$ cat config.mk
export PLATFORM = sky130hd
export DESIGN_NAME = prg_dma_loader
export DESIGN_NICKNAME = d
export VERILOG_FILES = /design/src/rtl/pet_loader_pkg.sv /design/src/rtl/dma_write_slot.sv /design/src/rtl/prg_dma_loader.sv
export SDC_FILE = /design/constraint.sdc
export NUM_CORES = 1
export LEC_CHECK = 0
export ABC_CLOCK_PERIOD_IN_PS = 4400
export BUFFER_PORTS_ARGS = -buffer_cell sky130_fd_sc_hd__buf_2
export CAP_MARGIN = 20
export CORE_ASPECT_RATIO = 0.9
export CORE_MARGIN = 4
export CORE_UTILIZATION = 30
export CTS_BUF_LIST = sky130_fd_sc_hd__clkbuf_2
export DETAILED_ROUTE_END_ITERATION = 12
export HOLD_SLACK_MARGIN = 0.05
export PLACE_DENSITY = 0.48
export RECOVER_POWER = 50
export SKIP_LAST_GASP = 1
export SYNTH_ARGS = -nofsm -noshare
export SYNTH_HDL_FRONTEND = slang
export SYNTH_SLANG_ARGS = --single-unit
$ cat constraint.sdc
create_clock -name clk -period 4.4 [get_ports clk]
set_input_delay 0.22 -clock clk [delete_from_list [all_inputs] [get_ports clk]]
set_output_delay 0.22 -clock clk [all_outputs]
set_load 0.02 [all_outputs]
$ cat src/rtl/pet_loader_pkg.sv
// Shared types and constants for the PET download loader.
// PRG_AUTORUN_EN adds the keyboard-buffer autorun state and its string.
package pet_loader_pkg;

    typedef enum logic [3:0] {
        ST_IDLE,
        ST_PRG_HDR,
        ST_PRG_DATA,
        ST_ROM_DATA,
        ST_WR_PEND,
        ST_FIX_LO,
        ST_FIX_HI,
`ifdef PRG_AUTORUN_EN
        ST_AUTORUN,
`endif
        ST_DONE
    } state_t;

    localparam logic [15:0] KBD_BUF_ADDR = 16'h026F;
    localparam logic [15:0] KBD_CNT_ADDR = 16'h009E;
    localparam logic [24:0] ROM_LO       = 25'h0400;
    localparam logic [24:0] ROM_HI       = 25'h8000;
    localparam logic [15:0] ROM_OFS      = 16'h8000;

`ifdef PRG_AUTORUN_EN
    // "RUN" + CR typed into the keyboard buffer; count goes to KBD_CNT_ADDR.
    localparam logic [7:0] AUTORUN_STR [0:3] = '{8'h52, 8'h55, 8'h4E, 8'h0D};
    localparam logic [7:0] KBD_CNT_VAL       = 8'h04;
`endif

endpackage

$ cat src/rtl/dma_write_slot.sv
// Single-entry DMA write holder: captures addr/data on issue and keeps
// dma_we asserted until the memory side accepts with dma_ready.
module dma_write_slot (
    input  logic        clk,
    input  logic        reset,
    input  logic        issue,
    input  logic [15:0] issue_addr,
    input  logic [7:0]  issue_data,
    input  logic        dma_ready,
    output logic [15:0] dma_addr,
    output logic [7:0]  dma_din,
    output logic        dma_we,
    output logic        idle
);

    always_ff @(posedge clk) begin
        if (reset) begin
            dma_addr <= 16'h0000;
            dma_din  <= 8'h00;
            dma_we   <= 1'b0;
        end else if (issue) begin
            dma_addr <= issue_addr;
            dma_din  <= issue_data;
            dma_we   <= 1'b1;
        end else if (dma_we && dma_ready) begin
            dma_we   <= 1'b0;
        end
    end

    assign idle = !dma_we;

endmodule

$ cat src/rtl/prg_dma_loader.sv
// Sequences OSD PRG/ROM downloads into PET memory through a handshaked DMA
// slot, then patches VARTAB. PRG_AUTORUN_EN also queues "RUN" in the keyboard buffer.
module prg_dma_loader
    import pet_loader_pkg::*;
#(
    parameter logic [7:0]  PRG_INDEX = 8'h41,
    parameter logic [7:0]  ROM_INDEX = 8'h00,
    parameter logic [15:0] RAM_TOP   = 16'h8000,
    parameter logic [15:0] PTR_BASE  = 16'h002A
) (
    input  logic        clk,
    input  logic        reset,
    input  logic        ioctl_download,
    input  logic [7:0]  ioctl_index,
    input  logic        ioctl_wr,
    input  logic [24:0] ioctl_addr,
    input  logic [7:0]  ioctl_dout,
    output logic        ioctl_wait,
    output logic [15:0] dma_addr,
    output logic [7:0]  dma_din,
    output logic        dma_we,
    input  logic        dma_ready,
    output logic        busy,
    output logic [15:0] load_end,
    output logic        overflow
);

    state_t      state, state_n, ret_state, ret_n;
    logic [15:0] ptr, ptr_n, load_end_n;
    logic        ovf_n;
    logic        issue;
    logic [15:0] issue_addr;
    logic [7:0]  issue_data;
    logic        slot_idle;
`ifdef PRG_AUTORUN_EN
    logic [2:0]  auto_idx, auto_idx_n;
`endif

    dma_write_slot u_slot (
        .clk        (clk),
        .reset      (reset),
        .issue      (issue),
        .issue_addr (issue_addr),
        .issue_data (issue_data),
        .dma_ready  (dma_ready),
        .dma_addr   (dma_addr),
        .dma_din    (dma_din),
        .dma_we     (dma_we),
        .idle       (slot_idle)
    );

    // hps_io is stalled for exactly as long as a write sits in the slot.
    assign ioctl_wait = !slot_idle;
    assign busy       = (state != ST_IDLE);

    always_ff @(posedge clk) begin
        if (reset) begin
            state     <= ST_IDLE;
            ret_state <= ST_IDLE;
            ptr       <= 16'h0000;
            load_end  <= 16'h0000;
            overflow  <= 1'b0;
`ifdef PRG_AUTORUN_EN
            auto_idx  <= 3'd0;
`endif
        end else begin
            state     <= state_n;
            ret_state <= ret_n;
            ptr       <= ptr_n;
            load_end  <= load_end_n;
            overflow  <= ovf_n;
`ifdef PRG_AUTORUN_EN
            auto_idx  <= auto_idx_n;
`endif
        end
    end

    always_comb begin
        state_n    = state;
        ret_n      = ret_state;
        ptr_n      = ptr;
        load_end_n = load_end;
        ovf_n      = overflow;
        issue      = 1'b0;
        issue_addr = ptr;
        issue_data = ioctl_dout;
`ifdef PRG_AUTORUN_EN
        auto_idx_n = auto_idx;
`endif
        // A strobe while stalled has nowhere to go.
        if (ioctl_wr && ioctl_wait)
            ovf_n = 1'b1;

        case (state)
            ST_IDLE: begin
                if (ioctl_download) begin
                    if (ioctl_index == PRG_INDEX) begin
                        state_n = ST_PRG_HDR;
                        ovf_n   = 1'b0;
                    end else if (ioctl_index == ROM_INDEX) begin
                        state_n = ST_ROM_DATA;
                        ovf_n   = 1'b0;
                    end
                end
            end
            ST_PRG_HDR: begin
                if (!ioctl_download) begin
                    state_n = ST_DONE;
                end else if (ioctl_wr) begin
                    if (ioctl_addr == 25'd0) begin
                        ptr_n[7:0] = ioctl_dout;
                    end else if (ioctl_addr == 25'd1) begin
                        ptr_n[15:8] = ioctl_dout;
                        state_n     = ST_PRG_DATA;
                    end
                end
            end
            ST_PRG_DATA: begin
                if (!ioctl_download) begin
                    state_n = ST_FIX_LO;
                end else if (ioctl_wr) begin
                    if (ptr < RAM_TOP) begin
                        issue   = 1'b1;
                        ptr_n   = ptr + 16'd1;
                        ret_n   = ST_PRG_DATA;
                        state_n = ST_WR_PEND;
                    end else begin
                        ovf_n = 1'b1;
                    end
                end
            end
            ST_ROM_DATA: begin
                if (!ioctl_download) begin
                    state_n = ST_DONE;
                end else if (ioctl_wr && ioctl_addr >= ROM_LO && ioctl_addr < ROM_HI) begin
                    issue      = 1'b1;
                    issue_addr = ioctl_addr[15:0] + ROM_OFS;
                    ret_n      = ST_ROM_DATA;
                    state_n    = ST_WR_PEND;
                end
            end
            ST_WR_PEND: begin
                if (dma_ready)
                    state_n = ret_state;
            end
            ST_FIX_LO: begin
                issue      = 1'b1;
                issue_addr = PTR_BASE;
                issue_data = ptr[7:0];
                ret_n      = ST_FIX_HI;
                state_n    = ST_WR_PEND;
            end
            ST_FIX_HI: begin
                issue      = 1'b1;
                issue_addr = PTR_BASE + 16'd1;
                issue_data = ptr[15:8];
                load_end_n = ptr;
                state_n    = ST_WR_PEND;
`ifdef PRG_AUTORUN_EN
                ret_n      = ST_AUTORUN;
                auto_idx_n = 3'd0;
`else
                ret_n      = ST_DONE;
`endif
            end
`ifdef PRG_AUTORUN_EN
            ST_AUTORUN: begin
                issue      = 1'b1;
                state_n    = ST_WR_PEND;
                auto_idx_n = auto_idx + 3'd1;
                if (auto_idx < 3'd4) begin
                    issue_addr = KBD_BUF_ADDR + {14'd0, auto_idx[1:0]};
                    issue_data = AUTORUN_STR[auto_idx[1:0]];
                    ret_n      = ST_AUTORUN;
                end else begin
                    issue_addr = KBD_CNT_ADDR;
                    issue_data = KBD_CNT_VAL;
                    ret_n      = ST_DONE;
                end
            end
`endif
            ST_DONE: state_n = ST_IDLE;
            default: state_n = ST_IDLE;
        endcase
    end

endmodule
==> results of run 1 <==
-- layout make-up --
type                    instances  area (sq um)  area share
flip-flops and latches         64          1280       0.303
clock inverters                 5          72.6      0.0171
inverters                       6          22.5     0.00532
well taps                     152           190      0.0449
clock buffers                  10          50.0      0.0118
repair buffers                114           629       0.149
multi-input cells             344          1990       0.470
-- critical path, cell delays in order (launching register included) --
cell	delay, ps
dfxtp_1	610
or3b_1	790
or3_1	800
o21ai_2	540
nor3_1	110
a311oi_1	270
-- placed cells by master, fill, tap and decap left out, types with 9 or more instances in the layout --
master / count
o22ai_1: 9
dfxtp_1: 64
nor3_1: 32
o21ai_0: 16
a21oi_1: 44
dlygate4sd3_1: 20
nand2_1: 80
nor4_1: 9
nand3_1: 19
clkbuf_1: 43
buf_2: 46
a311oi_1: 13
a211oi_1: 10
clkbuf_2: 10
nor2_1: 27
-- registers in the layout (all words and copies together) (netlist names) --
register,cells
overflow,1
load_end,16
u_slot.dma_addr,16
ptr,16
u_slot.dma_din,8
state,3
u_slot.dma_we,1
ret_state,3
-- metrics by stage --
step / std cells / worst slack, ps / hold WS, ps / cell area, sq um
floorplan: 453 / 2590 / 360 / 3460
global placement: 660 / 1410 / 443 / 3970
detailed placement: 660 / 1280 / 444 / 3970
CTS: 695 / 1260 / 57.8 / 4290
global route: 695 / 937 / 54.2 / 4230
finish: 695 / 1230 / 109 / 4230
-- report_power, final --
part           switching, mW  internal [mW]
clock                  0.218          0.183
combinational          0.395          0.222
sequential            0.0740          0.637
total                  0.688           1.04
-- kinds of logic (layout without fill, tap and decap cells) --
group                    Yosys count  after routing  share of synthesized area
AND/OR/NAND/NOR                  205            205                      0.297
AO/OA/AOI/OAI                    134            134                      0.261
flip-flops                        64             64                      0.370
buffers and inverters             45            135                     0.0574
XOR/XNOR                           2              2                    0.00506
multiplexers                       2              2                    0.00578
adder cells (fa/ha/maj)            1              1                    0.00361
-- metal layers --
metal | up-vias | GRT usage
li1 | 1863 | -
met1 | 1859 | 0.263
met5 | - | 0
met3 | 13 | 0.0525
met4 | 0 | 0.0480
met2 | 144 | 0.317
-- worst paths after layout --
check / endpoint / cells past startpoint
setup / recovery: u_slot.dma_addr[11] / 5
hold / removal: u_slot.dma_din[4] / 3
setup reg to reg: u_slot.dma_addr[11] / 5
hold reg to reg: load_end[10] / 2
==> summary.md, run 1 <==
| Metric | Value |
|---|---|
| Gr usage total | `0.196` |
| Die Span Y | `110 um` |
| CTS tree | `done` |
| Gpl congestion | `0.867` |
| Die ar. | `0.0133 sq mm` |
| Clk buf depth | `2` |
| CP Launch Point | `state[1]` |
| Main synth FF type | `dfxtp_1` |
| Nets | `586` |
| R2R setup slack | `1230 ps` |
| Yosys top cell area share | `0.370` |
| Post-CTS Setup Bufs | `0` |
| Mapped cell area | `0.00346 sq mm` |
| DRT Pass-1 Iters | `5` |
| Util after Layout | `0.384` |
| Initial Util | `0.314` |
| 1st-iter DRT viols | `368` |
| Synth cell count leaders | `nand2_1 (80), dfxtp_1 (64), a21oi_1 (44), nor3_1 (32), clkbuf_1 (29)` |
| Startpoint Class | `register` |
| Final wirelength | `12.9 mm` |
| Worst-path clk slew | `180 ps` |
| Fin. Hold Viols | `0` |
| Syn_nets | `500` |
| Antenna violations before repair | `0` |
| P_leak | `1.45 nW` |
| Yosys cell types | `60` |
| IO Count | `90` |
| Most common cell in the netlist | `nand2_1` |
| Final setup fails | `0` |
| Residual DRC | `0` |
| Maximum capacitance violations | `0` |
| Cts hold-fix bufs | `20` |
| Crit Path Max Fanout | `31` |
| Core Box Area | `0.0110 sq mm` |
| PortBufs | `89` |
| Skew-Pair Late Insertion Delay | `530 ps` |
| Routed met2 length | `6.01 mm` |
| Crit Path Class | `reg -> reg` |
| Average size of a mapped cell | `7.65 sq um` |
| Async set-reset flop share out of synthesis | `0` |
| Tightest Pin Transition | `1130 ps` |
| RR Startpoint | `state[1]` |
| WP data required | `4840 ps` |
| Final Total Pwr | `1.73 mW` |
| Unrepaired setup endpoints after global routing | `false` |
| Remaining global-route overflow | `0` |
| Synth top area cells | `dfxtp_1 (37%), nand2_1 (8.7%), a21oi_1 (6.4%), nor3_1 (4.6%), a311oi_1 (3.3%)` |
| WL met3 | `890 um` |
| H-tree levels | `3` |
| Vias in the first global route | `3714` |
| Setup TNS | `0 ps` |
| Hold Path Origin | `ioctl_dout[4]` |
| Sink Count | `64` |
| Slew Limit Fails | `0` |
| Hold Crit Class | `in -> reg` |
| Peak VDD IR | `0.167 mV` |
| Synth area leader | `dfxtp_1` |
| Synthesis-stage register bit count | `64` |
| YS warnings | `0` |
| Layout cell share with drive strength beyond 1 | `0.147` |
| Hpwl dp | `9.02 mm` |
| Uppermost layer routed | `met4` |
| CTS Buf Count | `9` |
| Largest net degree at the start of global routing | `38` |
| Slew headroom | `0.243` |
| Final min period | `3170 ps` |
| Drt wl/cell | `18.6 um` |
| Area Growth Syn to Fin | `22.2%` |
| DIE WIDTH | `121 um` |
| DRT antenna net count | `0` |
| Clk_skew | `32.8 ps` |
| Layout filler cell count | `1222` |
| Post-synthesis sequential area ratio | `0.370` |
| Row count | `36` |
| Via count | `3879` |
| Number of cells upsized or downsized after cts | `0` |
| Worst EP arrival | `3610 ps` |
| Vias/cell | `5.58` |
| Root Driver | `clkbuf_2` |
| Diodes inserted | `0` |
| Max Freq | `315 MHz` |
| Status | `complete, no violations` |
| PwrDens | `409 mW/mm^2` |
| Final period util | `0.721` |
| CP Capture Type | `register` |
| First-pass GRT wire length | `20.3 mm` |
| Cells after synthesis | `453` |
| Wire length on met1 | `5.89 mm` |
| EDFF count, synth | `0` |
Power figures use the tool's default switching activity.
==> inputs of run 2 (changes only) <==
Settings changed: ABC_CLOCK_PERIOD_IN_PS 4400 to 2950.
Clock period 4.4 ns to 2.95 ns, I/O delays scaled along.
==> run 2 against run 1 <==
  * Clock skew down 1.6 ps
  * Wire length down 2.1%
  * Clock-buffer cell count down 1
  * Via count down 0.49%
  * Largest power group unchanged
==> summary.md, run 2 (synthesized netlist as in run 1, its figures left out) <==
| Metric | Value |
|---|---|
| Status | `complete, no violations` |
| Maximum capacitance violations | `0 (unchanged)` |
| Unrepaired setup endpoints after global routing | `false` |
| Layout filler cell count | `1202 (-1.6%)` |
| Max Freq | `418 MHz (+33%)` |
| IO Count | `90 (unchanged)` |
| Final min period | `2390 ps (-779 ps)` |
| PwrDens | `586 mW/mm^2 (+43%)` |
| Layout cell share with drive strength beyond 1 | `0.152 (+0.00429)` |
| Vias/cell | `5.47 (-2.0%)` |
| Diodes inserted | `0 (unchanged)` |
| Die ar. | `0.0133 sq mm (unchanged)` |
| Post-CTS Setup Bufs | `0 (unchanged)` |
| Initial Util | `0.314 (unchanged)` |
| Final setup fails | `0 (unchanged)` |
| Core Box Area | `0.0110 sq mm (unchanged)` |
| Crit Path Max Fanout | `22 (-29%)` |
| Sink Count | `64 (unchanged)` |
| Remaining global-route overflow | `0 (unchanged)` |
| Commonest non-fill, non-tap cells in the layout | `nand2_1 (80), dfxtp_1 (64), buf_2 (45), clkbuf_1 (45), a21oi_1 (44)` |
| CTS Buf Count | `9 (unchanged)` |
| Gpl congestion | `0.885 (+2.0%)` |
| Peak VDD IR | `0.311 mV (+87%)` |
| Residual DRC | `0 (unchanged)` |
| Largest net degree at the start of global routing | `33 (-13%)` |
| Slew headroom | `0.360 (+0.117)` |
| Area Growth Syn to Fin | `24.1%` |
| Gr usage total | `0.191 (-0.00537)` |
| Hold Crit Class | `in -> reg` |
| Root Driver | `clkbuf_2` |
| Cts hold-fix bufs | `24 (+20%)` |
| Worst EP arrival | `2840 ps (-770 ps)` |
| Row count | `36 (unchanged)` |
| Fin. Hold Viols | `0 (unchanged)` |
| First-pass GRT wire length | `19.9 mm (-1.9%)` |
| DIE WIDTH | `121 um (unchanged)` |
| Clk_skew | `31.2 ps (-1.61 ps)` |
| 1st-iter DRT viols | `307 (-17%)` |
| Number of cells upsized or downsized after cts | `0 (unchanged)` |
| Worst-path clk slew | `200 ps (+20 ps)` |
| Setup TNS | `0 ps (unchanged)` |
| Slowest CP cell | `o21ai_2` |
| Vias in the first global route | `3749 (+0.94%)` |
| Commonest non-fill, non-tap cell in the layout | `nand2_1` |
| Largest regs | `load_end (16), ptr (16), u_slot.dma_addr (16)` |
| CTS tree | `done` |
| Final period util | `0.811 (+0.0903)` |
| Clk buf depth | `2 (unchanged)` |
| Die Span Y | `110 um (unchanged)` |
| Tightest Pin Transition | `959 ps (-172 ps)` |
| Antenna violations before repair | `0 (unchanged)` |
| H-tree levels | `3 (unchanged)` |
| Slew Limit Fails | `0 (unchanged)` |
| Hpwl dp | `8.96 mm (-0.73%)` |
| CP Capture Type | `register` |
| Skew-Pair Late Insertion Delay | `520 ps (about the same)` |
| DRT Pass-1 Iters | `7 (+2)` |
| R2R setup slack | `560 ps (-670 ps)` |
| Crit-path cells | `nand2_1 -> a211o_1 -> o21ai_2 -> nor3_1 -> a311oi_1` |
| Startpoint Class | `register` |
| Crit Path Class | `reg -> reg` |
| Util after Layout | `0.390 (+0.00590)` |
| DRT antenna net count | `0 (unchanged)` |
| P_leak | `1.48 nW (+1.9%)` |
| Critical path's largest stage delay | `750 ps (-50 ps)` |
| WP data required | `3400 ps (-1440 ps)` |
| PortBufs | `89 (unchanged)` |
| Via count | `3860 (-0.49%)` |
| Nets | `596 (+1.7%)` |
| Drt wl/cell | `17.9 um (-3.6%)` |
| Final wirelength | `12.7 mm (-2.1%)` |
[run 2: area by class of cell]
class / count / area, sq um / area share
multi-input combinational: 344 / 1990 / 0.462
sequential: 64 / 1280 / 0.298
timing repair buffer: 124 / 709 / 0.165
clock buffer: 9 / 45.0 / 0.0105
tap: 152 / 190 / 0.0442
inverter: 6 / 22.5 / 0.00524
clock inverter: 7 / 62.6 / 0.0146
[run 2: critical path, delay by kind of cell (launching register included)]
kind               cells  cell delay, ps
and+or+nand+nor        2             290
DFF                    1             680
AOI/OAI and AO/OA      3            1350
[run 2: final timing paths]
| path | cells past startpoint | startpoint | to |
|---|---|---|---|
| max | 5 | state[0] | u_slot.dma_addr[6] |
| min reg2reg | 2 | load_end[15] | load_end[15] |
| max reg2reg | 5 | state[0] | u_slot.dma_addr[6] |
| min | 4 | ioctl_addr[0] | ptr[0] |
[run 2: per-stage QoR]
| step | total power, mW | instances | hold WS (ps) | setup slack, ps | instance area (sq um) |
|---|---|---|---|---|---|
| after global routing | 2.69 | 706 | 126 | 310 | 4300 |
| after floorplan | 1.72 | 453 | 288 | 1140 | 3460 |
| after CTS | 2.56 | 706 | 81.3 | 572 | 4360 |
| after detailed placement | 2.00 | 666 | 415 | 625 | 4010 |
| after global placement | 1.99 | 666 | 408 | 719 | 4010 |
| final | 2.52 | 706 | 115 | 556 | 4300 |
[run 2: per-layer routing]
| metal | up-vias | track usage | part of all wire |
|---|---|---|---|
| met5 | - | 0 | 0 |
| met4 | 0 | 0.0616 | 0.016 |
| met3 | 22 | 0.0499 | 0.066 |
| met2 | 146 | 0.305 | 0.46 |
| met1 | 1816 | 0.253 | 0.46 |
| li1 | 1876 | - | - |
[run 2: report_power, final]
| part | switching [mW] | leakage, nW | internal [mW] |
|---|---|---|---|
| clock network | 0.338 | 0.0644 | 0.187 |
| logic | 0.584 | 0.896 | 0.345 |
| registers | 0.115 | 0.517 | 0.951 |
| total | 1.04 | 1.48 | 1.48 |
